File: src/rtl/instr_queue_pkg.sv
// instr_queue_pkg: shared defaults and field layout for the instruction queue
package instr_queue_pkg;
  localparam int IW_DEF = 16;
  localparam int OPW_DEF = 4;
  localparam int RW_DEF = 4;
  localparam int DEPTH_DEF = 4;
  localparam int SB_F = 0;
  localparam int SA_F = 1;
  localparam int DR_F = 2;
  localparam int OP_F = 3;
  function automatic int field_lo(input int rw, input int f);
    return f * rw;
  endfunction
endpackage

File: src/rtl/iq_storage.sv
// iq_storage: DEPTH x IW register array, one write port, async read, no reset
module iq_storage #(
  parameter int IW = 16,
  parameter int DEPTH = 4
) (
  input  logic                     clk_main,
  input  logic                     we,
  input  logic [$clog2(DEPTH)-1:0] waddr,
  input  logic [IW-1:0]            wdata,
  input  logic [$clog2(DEPTH)-1:0] raddr,
  output logic [IW-1:0]            rdata
);
  logic [IW-1:0] mem [DEPTH];
  always_ff @(negedge clk_main)
    if (we) mem[waddr] <= wdata;
  assign rdata = mem[raddr];
endmodule

File: src/rtl/instr_queue.sv
// instr_queue: falling-edge instruction FIFO with head field decode
module instr_queue
  import instr_queue_pkg::*;
#(
  parameter int IW = IW_DEF,
  parameter int OPW = OPW_DEF,
  parameter int RW = RW_DEF,
  parameter int DEPTH = DEPTH_DEF
) (
  input  logic                       clk_main,
  input  logic                       reset_n,
  input  logic                       flush,
  input  logic                       in_valid,
  input  logic [IW-1:0]              in_ins,
  output logic                       in_ready,
  output logic                       out_valid,
  input  logic                       out_ready,
  output logic [OPW-1:0]             opcode,
  output logic [RW-1:0]              DR,
  output logic [RW-1:0]              SA,
  output logic [RW-1:0]              SB,
  output logic [$clog2(DEPTH+1)-1:0] count,
  output logic                       full,
  output logic                       empty
);
  localparam int AW = $clog2(DEPTH);
  localparam int CW = $clog2(DEPTH + 1);
  if (IW != OPW + 3 * RW) begin : g_bad_width
    $error("instr_queue: IW must equal OPW + 3*RW");
  end
  if (DEPTH < 2 || (DEPTH & (DEPTH - 1)) != 0) begin : g_bad_depth
    $error("instr_queue: DEPTH must be a power of two >= 2");
  end
  logic [AW-1:0] wr_ptr, rd_ptr;
  logic [IW-1:0] head_raw, head;
  logic push, pop;
  assign full = count == CW'(DEPTH);
  assign empty = count == '0;
  assign in_ready = !full;
  assign out_valid = !empty;
  assign push = in_valid && in_ready;
  assign pop = out_valid && out_ready;
  // Pointers wrap naturally since DEPTH is a power of two.
  always_ff @(negedge clk_main or negedge reset_n)
    if (!reset_n) begin
      wr_ptr <= '0;
      rd_ptr <= '0;
      count <= '0;
    end else if (flush) begin
      wr_ptr <= '0;
      rd_ptr <= '0;
      count <= '0;
    end else begin
      if (push) wr_ptr <= wr_ptr + 1'b1;
      if (pop) rd_ptr <= rd_ptr + 1'b1;
      if (push != pop) count <= push ? count + 1'b1 : count - 1'b1;
    end
  iq_storage #(.IW(IW), .DEPTH(DEPTH)) u_storage (
    .clk_main (clk_main),
    .we       (push && !flush),
    .waddr    (wr_ptr),
    .wdata    (in_ins),
    .raddr    (rd_ptr),
    .rdata    (head_raw)
  );
  // Masking on empty keeps stale storage from ever reaching the fields.
  assign head = empty ? '0 : head_raw;
  assign opcode = head[field_lo(RW, OP_F) +: OPW];
  assign DR = head[field_lo(RW, DR_F) +: RW];
  assign SA = head[field_lo(RW, SA_F) +: RW];
  assign SB = head[field_lo(RW, SB_F) +: RW];
endmodule

File: config.mk
export PLATFORM = sky130hd
export DESIGN_NAME = instr_queue
export DESIGN_NICKNAME = d
export VERILOG_FILES = /design/src/rtl/instr_queue_pkg.sv /design/src/rtl/iq_storage.sv /design/src/rtl/instr_queue.sv
export SDC_FILE = /design/constraint.sdc
export NUM_CORES = 1
export LEC_CHECK = 0
export BUFFER_PORTS_ARGS = -buffer_cell sky130_fd_sc_hd__buf_2
export CAP_MARGIN = 15
export CORE_ASPECT_RATIO = 0.9
export CORE_MARGIN = 5
export CORE_UTILIZATION = 40
export DETAILED_ROUTE_END_ITERATION = 8
export PLACE_DENSITY_LB_ADDON = 0.2
export SETUP_SLACK_MARGIN = 0.15
export SLEW_MARGIN = 20
export SYNTH_ARGS = -nofsm -noshare
export SYNTH_HDL_FRONTEND = slang
export SYNTH_SLANG_ARGS = --single-unit
File: constraint.sdc
create_clock -name clk_main -period 3.5 [get_ports clk_main]
set_input_delay 0.175 -clock clk_main [delete_from_list [all_inputs] [get_ports clk_main]]
set_output_delay 0.175 -clock clk_main [all_outputs]
set_load 0.05 [all_outputs]
Word-level counts from Yosys, hierarchy flattened
Memory sizes are Yosys's and may differ from the RTL's.
Cells that the tools add are included.
{"block": "classes", "n_mux": 10, "eq_ne": 2, "reduce_logical": 10, "add_sub_neg": 4}
{"operator": "2-to-1 mux 16 bit", "count": 1}
{"operator": "2-to-1 mux 3 bit", "count": 3}
{"operator": "2-to-1 mux 2 bit", "count": 4}
{"operator": "nonzero test 2 bit", "count": 3}
{"operator": "adder 2 x 1 -> 2 bit, second input constant", "count": 2}
{"operator": "adder 3 x 1 -> 3 bit, second input constant", "count": 1}
{"operator": "== test 3 bit, second input constant", "count": 1}
{"operator": "logical AND 1 bit", "count": 3}
{"operator": "logical NOT 1 bit", "count": 3}
{"operator": "logical NOT 3 bit", "count": 1}
{"operator": "subtractor 3 x 1 -> 3 bit, second input constant", "count": 1}
{"operator": "2-to-1 mux 1 bit", "count": 2}
{"operator": "inequality test 1 bit", "count": 1}
{"block": "word_totals", "register_bits": 7, "input_bits": 21, "memories": 1, "ramBits": 64, "out_inout_bits": 23}
{"name": "u_storage.mem", "words": 4, "width": 16, "rd": 1, "rd_clocked_by_memory_dff": 0, "write_ports": 1, "line": "iq_storage.sv:13", "text": "logic [IW-1:0] mem [DEPTH];"}

Logic depth before layout (Yosys ltp)
Gate-level depths: netlist of the first run.
{"block": "logic_depth", "depth_word": 6, "depth_mapped": 8, "depth_no_buf": 8}

By module
From an unflattened synthesis of the first run, not the netlist that was laid out.
{"block": "hier_totals", "hier_cells": 167, "area_unflattened_um2": 3034.2}
{"mod": "iq_storage", "cells_per_inst": 89, "instances": 1, "area_each_um2": 2381.0}
{"mod": "instr_queue", "cells_per_inst": 78, "instances": 1, "area_each_um2": 653.1}

==> results of run 1 <==
cell usage after synthesis (2+ instances only):
library cell	n
o21ai_0	4
mux4_1	8
buf_2	5
inv_1	8
dfrtn_1	7
clkbuf_1	2
nor2_1	6
and2_1	20
nand2_1	3
nand3_1	3
xor2_1	3
mux4_2	8
ha_1	4
edfxtp_1	64
per-stage QoR:
step / utilization / setup TNS (ns) / worst slack (ns) / power (W)
2_1_floorplan: - / 0 / 0.00903 / 0.00180
3_3_place_gp: 0.467 / 0 / 0.00435 / 0.00198
3_5_place_dp: 0.467 / -0.0463 / -0.0288 / 0.00198
4_1_cts: 0.560 / -4.56 / -0.326 / 0.00313
5_1_grt: 0.578 / -5.31 / -0.359 / 0.00340
6_report: 0.578 / -4.27 / -0.302 / 0.00322
logic make-up (layout without fill, tap and decap cells):
| group | after synthesis | in the layout |
|---|---|---|
| AND/OR/NAND/NOR | 38 | 38 |
| multiplexers | 17 | 17 |
| buffers and inverters | 17 | 163 |
| AO/OA/AOI/OAI | 12 | 12 |
| flip-flops | 71 | 71 |
| XOR/XNOR | 4 | 4 |
| adder cells (fa/ha/maj) | 5 | 5 |
power groups by stage:
stage / combinational [W] / clock (W) / sequential [W]
2_1_floorplan: 0.000650 / 0.000111 / 0.00104
3_3_place_gp: 0.000854 / 0.000111 / 0.00101
3_5_place_dp: 0.000859 / 0.000111 / 0.00101
4_1_cts: 0.00114 / 0.000988 / 0.00100
5_1_grt: 0.00132 / 0.00108 / 0.00101
6_report: 0.00126 / 0.000958 / 0.00100
flip-flops by register name, indices dropped and copies added, names as in the netlist:
name	count
u_storage.mem	64
count	3
rd_ptr	2
wr_ptr	2
final timing paths:
kind	startpoint	end	slack (ns)	cells after the start
min reg2reg	wr_ptr[0]$_DFFE_NN0P_	wr_ptr[0]$_DFFE_NN0P_	0.58	3
max reg2reg	count[0]$_DFFE_NN0P_	count[1]$_DFFE_NN0P_	1.10	10
max	rd_ptr[0]$_DFFE_NN0P_	DR[0]	-0.30	5
min	wr_ptr[0]$_DFFE_NN0P_	wr_ptr[0]$_DFFE_NN0P_	0.58	3
min in group asynchronous	reset_n	wr_ptr[1]$_DFFE_NN0P_	1.31	1
max in group asynchronous	reset_n	count[1]$_DFFE_NN0P_	1.99	1
worst register-to-register path, stage by stage (launching register included):
cell	delay (ns)
dfrtn_1	0.36
buf_6	0.12
buf_6	0.10
or3b_4	0.40
buf_4	0.16
nand2_4	0.08
inv_1	0.05
fa_1	0.45
a311oi_1	0.19
o21ai_0	0.11
a221oi_1	0.34
area by class of cell:
cell class	instances	area (sq um)
Fill cell	609	3140
Sequential cell	71	2100
Multi-Input combinational cell	76	831
Timing Repair Buffer	76	768
Clock inverter	71	320
Clock buffer	9	124
Tap cell	96	120
Inverter	7	33.8
timing repair:
| action | 4_1_cts | 5_1_grt |
|---|---|---|
| hold endpoints to repair | 0 | 0 |
| resized for setup | 75 | 13 |
| cloned | 1 | 2 |
| pin swaps | 7 | 10 |
| setup buffers | 6 | 7 |
| endpoints found under the setup margin | 20 | 20 |
metal layers:
metal,wire length [um],vias up,GRT usage,part of all wire
met4,51,0,0.0676,0.0083
met1,2640,949,0.155,0.43
li1,-,915,-,-
met2,3130,55,0.214,0.51
met5,0,-,0,0
met3,337,8,0.0555,0.055
==> impl_metrics.json, run 1 <==
{
  "required_ns": 3.32,
  "drt_wl_total_mm": 6.16,
  "synth_top_family_by_area": "multiplexers",
  "synthCells": 164,
  "diodes": 0,
  "synthTopCellsByArea": "edfxtp_1 64%, mux4_1 7.0%, mux4_2 6.0%, dfrtn_1 5.8%, and2_1 4.2%",
  "clk_latency_ns": 0.40,
  "drive_gt1_frac": 0.416,
  "combPwrFrac": 0.391,
  "hold_ws_ns": 0.580,
  "path_max_fanout": 7,
  "routedWlPerCell_um": 15.2,
  "synth_xor_xnor_area_share": 0.0117,
  "yosys.area_share.adder": 0.0233,
  "power_frac_seq": 0.312,
  "path_clk_slew_ns": 0.06,
  "worst-slew-pin-transition_ns": 0.289,
  "rows": 30,
  "io_buffers": 43,
  "status": "finished, violations left",
  "ys.flop_type": "edfxtp_1",
  "fin_cells": 406,
  "hold_viol": 0,
  "final_cell_area_sq_mm": 0.00429,
  "p_int_w": 0.00204,
  "hp-class": "flip-flop to flip-flop",
  "num_vias": 1927,
  "gr-usage-all-layers": 0.135,
  "setup_viol": 16,
  "cts_buffer_depth": 2,
  "h-tree-depth": 3,
  "postCtsHoldBufs": 0,
  "rsz0062_at_grt": "true",
  "syn_area_sq_mm": 0.00301,
  "cp-start-kind": "flip-flop",
  "antenna_found_initial": 0,
  "critPathBufInv": 3,
  "ys_ff_latch": 71,
  "synth.avg_cell_area_sq_um": 18.3,
  "muxShareOfSynthArea": 0.133,
  "synth-edff-count": 64,
  "leakage_nw": 1.87,
  "switching_share": 0.367,
  "placed_area_sq_mm": 0.00347,
  "slew-limit-headroom": 0.807,
  "synth_top_area_frac": 0.639,
  "grt_pass1_wl_mm": 9.49,
  "die_h_um": 92.3,
  "start_util": 0.405,
  "synthSimpleGateAreaFrac": 0.0749,
  "cpMaxStageDelayCell": "mux4_2",
  "die_x_um": 101,
  "fin_ws_ns": -0.302,
  "clkPwrFrac": 0.298,
  "place_congestion": 0.756,
  "ant_nets": 0,
  "critical_path.top_delay_family": "multiplexers",
  "cts-root-buf": "clkbuf_8",
  "layout_common_cells": "69 x inv_1, 64 x edfxtp_1, 22 x buf_2",
  "slew_viol_final": 0,
  "coreArea_sq_mm": 0.00743,
  "cpPeakStageDelay_ns": 0.51,
  "cts_buffers": 9,
  "crit_type": "flip-flop to output port",
  "drtPass1Iterations": 4,
  "final_common_cell": "inv_1",
  "power.density_mw_per_mm2": 750,
  "drc": 0,
  "synth_compound_area_frac": 0.0283,
  "grt_pass1_vias": 2096,
  "crit_chain": "buf_6 -> buf_16 -> mux4_2 -> and2_4 -> buf_8",
  "place_hpwl_mm": 3.60,
  "clock-sinks": 71,
  "async_flop_share": 0.0986,
  "num_io_pins": 44,
  "area_growth_pct": 42.8,
  "grt_overflow": 0,
  "p_sw_w": 0.00118,
  "drt_iter0_markers": 63,
  "viasPerCell": 4.75,
  "synth.distinct_cells": 33,
  "die-area_sq_mm": 0.00935,
  "dpl.cell_count": 311,
  "endpoint_kind": "output port",
  "worstPathArrival_ns": 3.63,
  "yosysTopAreaCell": "edfxtp_1",
  "violations": "negative setup slack",
  "ys_warn_count": 0,
  "grt_max_degree": 21,
  "skew_ns": 0.0684,
  "maxCapViolCount": 0,
  "syn-num-nets": 190,
  "cts_tree": "yes",
  "fin_nets": 331,
  "ys_seq_area_frac": 0.697,
  "irDropWorstVdd_mv": 0.447
}
Power figures use the tool's default switching activity.
==> run 2: changes to the inputs <==
--- a/config.mk
+++ b/config.mk
@@ -11,8 +11,10 @@
 export CORE_MARGIN = 5
 export CORE_UTILIZATION = 40
 export DETAILED_ROUTE_END_ITERATION = 8
+export GPL_ROUTABILITY_DRIVEN = 0
 export PLACE_DENSITY_LB_ADDON = 0.2
 export SETUP_SLACK_MARGIN = 0.15
+export SKIP_CTS_REPAIR_TIMING = 1
 export SLEW_MARGIN = 20
 export SYNTH_ARGS = -nofsm -noshare
 export SYNTH_HDL_FRONTEND = slang
==> run 2 against run 1 <==
The run still ends with negative setup slack left. Critical path depth is 1 lower. Sequential share of layout area is 0.96 points higher. Combinational power is 9.5% lower. Die area stayed put. Sequential power hardly changed. Cell count is 0.74% lower. Worst hold slack better by 0.0026 ns. Power is 3.6% lower. Non-clock buffer count is 3 lower. Critical path type unchanged. Highest routed layer unchanged.
==> impl_metrics.json, run 2 (same netlist as run 1, synthesis figures left out) <==
{
  "status": "finished, violations left",
  "violations": "negative setup slack",
  "finalPower_w": 0.00310,
  "fillCellCount": 630,
  "grt_overflow": 0,
  "path_clk_slew_ns": 0.06,
  "diodes": 0,
  "cp-start-kind": "flip-flop",
  "switching_share": 0.369,
  "p_int_w": 0.00196,
  "die-area_sq_mm": 0.00935,
  "slew-limit-headroom": 0.806,
  "layout_common_cells": "69 x inv_1, 64 x edfxtp_1, 23 x buf_2",
  "dpl.cell_count": 311,
  "worstPathArrival_ns": 3.67,
  "num_vias": 1900,
  "hold_viol": 0,
  "worst-slew-pin-transition_ns": 0.291,
  "maxCapViolCount": 0,
  "required_ns": 3.32,
  "drt_wl_total_mm": 5.94,
  "fin_nets": 328,
  "cts_buffers": 9,
  "ant_nets": 0,
  "grt_max_degree": 21,
  "grt_pass1_wl_mm": 9.00,
  "die_h_um": 92.3,
  "power_frac_seq": 0.325,
  "start_util": 0.405,
  "io_buffers": 43,
  "drt_iter0_markers": 63,
  "cts_tree": "yes",
  "cts_buffer_depth": 2,
  "irDropWorstVdd_mv": 0.375,
  "crit_type": "flip-flop to output port",
  "hold_ws_ns": 0.582,
  "tns_ns": -4.67,
  "p_sw_w": 0.00114,
  "drc": 0,
  "path_max_fanout": 7,
  "rows": 30,
  "slew_viol_final": 0,
  "h-tree-depth": 3,
  "clk_latency_ns": 0.39,
  "skew_ns": 0.0636,
  "power.density_mw_per_mm2": 737,
  "min_from": "wr_ptr[0]$_DFFE_NN0P_",
  "routedWlPerCell_um": 14.7,
  "hp-class": "flip-flop to flip-flop",
  "reg2reg_from": "count[1]$_DFFE_NN0P_",
  "grt_pass1_vias": 2021,
  "rsz0062_at_grt": "true",
  "gr-usage-all-layers": 0.129,
  "viasPerCell": 4.71,
  "leakage_nw": 1.83,
  "fin_cells": 403,
  "cp-startpoint": "rd_ptr[0]$_DFFE_NN0P_",
  "final_common_cell": "inv_1",
  "largest_registers": "u_storage.mem: 64 flops, count: 3 flops",
  "drtPass1Iterations": 4,
  "place_hpwl_mm": 3.60,
  "fin_ws_ns": -0.341,
  "die_x_um": 101,
  "drive_gt1_frac": 0.410,
  "setup_viol": 16,
  "antenna_found_initial": 0,
  "combPwrFrac": 0.368,
  "endpoint_kind": "output port",
  "cts-root-buf": "clkbuf_8",
  "clkPwrFrac": 0.307,
  "coreArea_sq_mm": 0.00743,
  "clock-sinks": 71,
  "largest_reg_flops": 64,
  "num_io_pins": 44,
  "largest_register": "u_storage.mem",
  "reg2reg_setup_slack_ns": 1.09,
  "area_growth_pct": 40.1
}
[run 2: changes by cell type in the layout (fill, tap and decap cells not counted)]
cell | previous run | this run
buf_16 | 1 | 0
buf_2 | 22 | 23
buf_6 | 10 | 14
buf_8 | 17 | 10
[run 2: path summary, 6_finish.rpt]
| path | cells after the start | endpoint |
|---|---|---|
| max in group asynchronous | 1 | count[1]$_DFFE_NN0P_ |
| hold reg to reg | 3 | wr_ptr[0]$_DFFE_NN0P_ |
| setup / recovery | 4 | DR[0] |
| setup reg to reg | 10 | count[1]$_DFFE_NN0P_ |
| hold / removal | 3 | wr_ptr[0]$_DFFE_NN0P_ |
| min in group asynchronous | 1 | wr_ptr[1]$_DFFE_NN0P_ |
[run 2: critical path, stage by stage, from the launching register on]
cell	delay, ns
dfrtn_1	0.53
clkbuf_16	0.21
mux4_2	0.51
and2_4	0.17
buf_6	0.14
[run 2: metrics by stage]
stage | utilization | cell area (sq um) | setup WS, ns
floorplan | - | 3060 | 0.00903
global placement | 0.467 | 3470 | 0.00435
detailed placement | 0.467 | 3470 | -0.0288
CTS | 0.526 | 3910 | -0.405
global route | 0.567 | 4210 | -0.406
finish | 0.567 | 4210 | -0.341
[run 2: power groups by stage]
stage | Sequential (W) | Combinational, W | Clock (W)
5_1_grt | 0.00101 | 0.00121 | 0.00108
4_1_cts | 0.00100 | 0.000863 | 0.000988
3_5_place_dp | 0.00101 | 0.000859 | 0.000111
3_3_place_gp | 0.00101 | 0.000854 | 0.000111
6_report | 0.00101 | 0.00114 | 0.000953
2_1_floorplan | 0.00104 | 0.000650 | 0.000111
[run 2: cell type report]
cell class,instances,area (sq um),share of cell area
multi-input combinational,76,831,0.197
sequential,71,2100,0.498
clock inverter,71,320,0.0761
clock buffer,9,124,0.0294
timing repair buffer,73,686,0.163
inverter,7,33.8,0.00802
tap,96,120,0.0285
[run 2: layer usage]
metal / part of all wire / track usage / vias to the layer above / wire length [um]
li1: - / - / 905 / -
met1: 0.43 / 0.141 / 940 / 2530
met2: 0.52 / 0.206 / 49 / 3060
met3: 0.048 / 0.0517 / 6 / 287
met4: 0.0096 / 0.0775 / 0 / 57
met5: 0 / 0 / - / 0
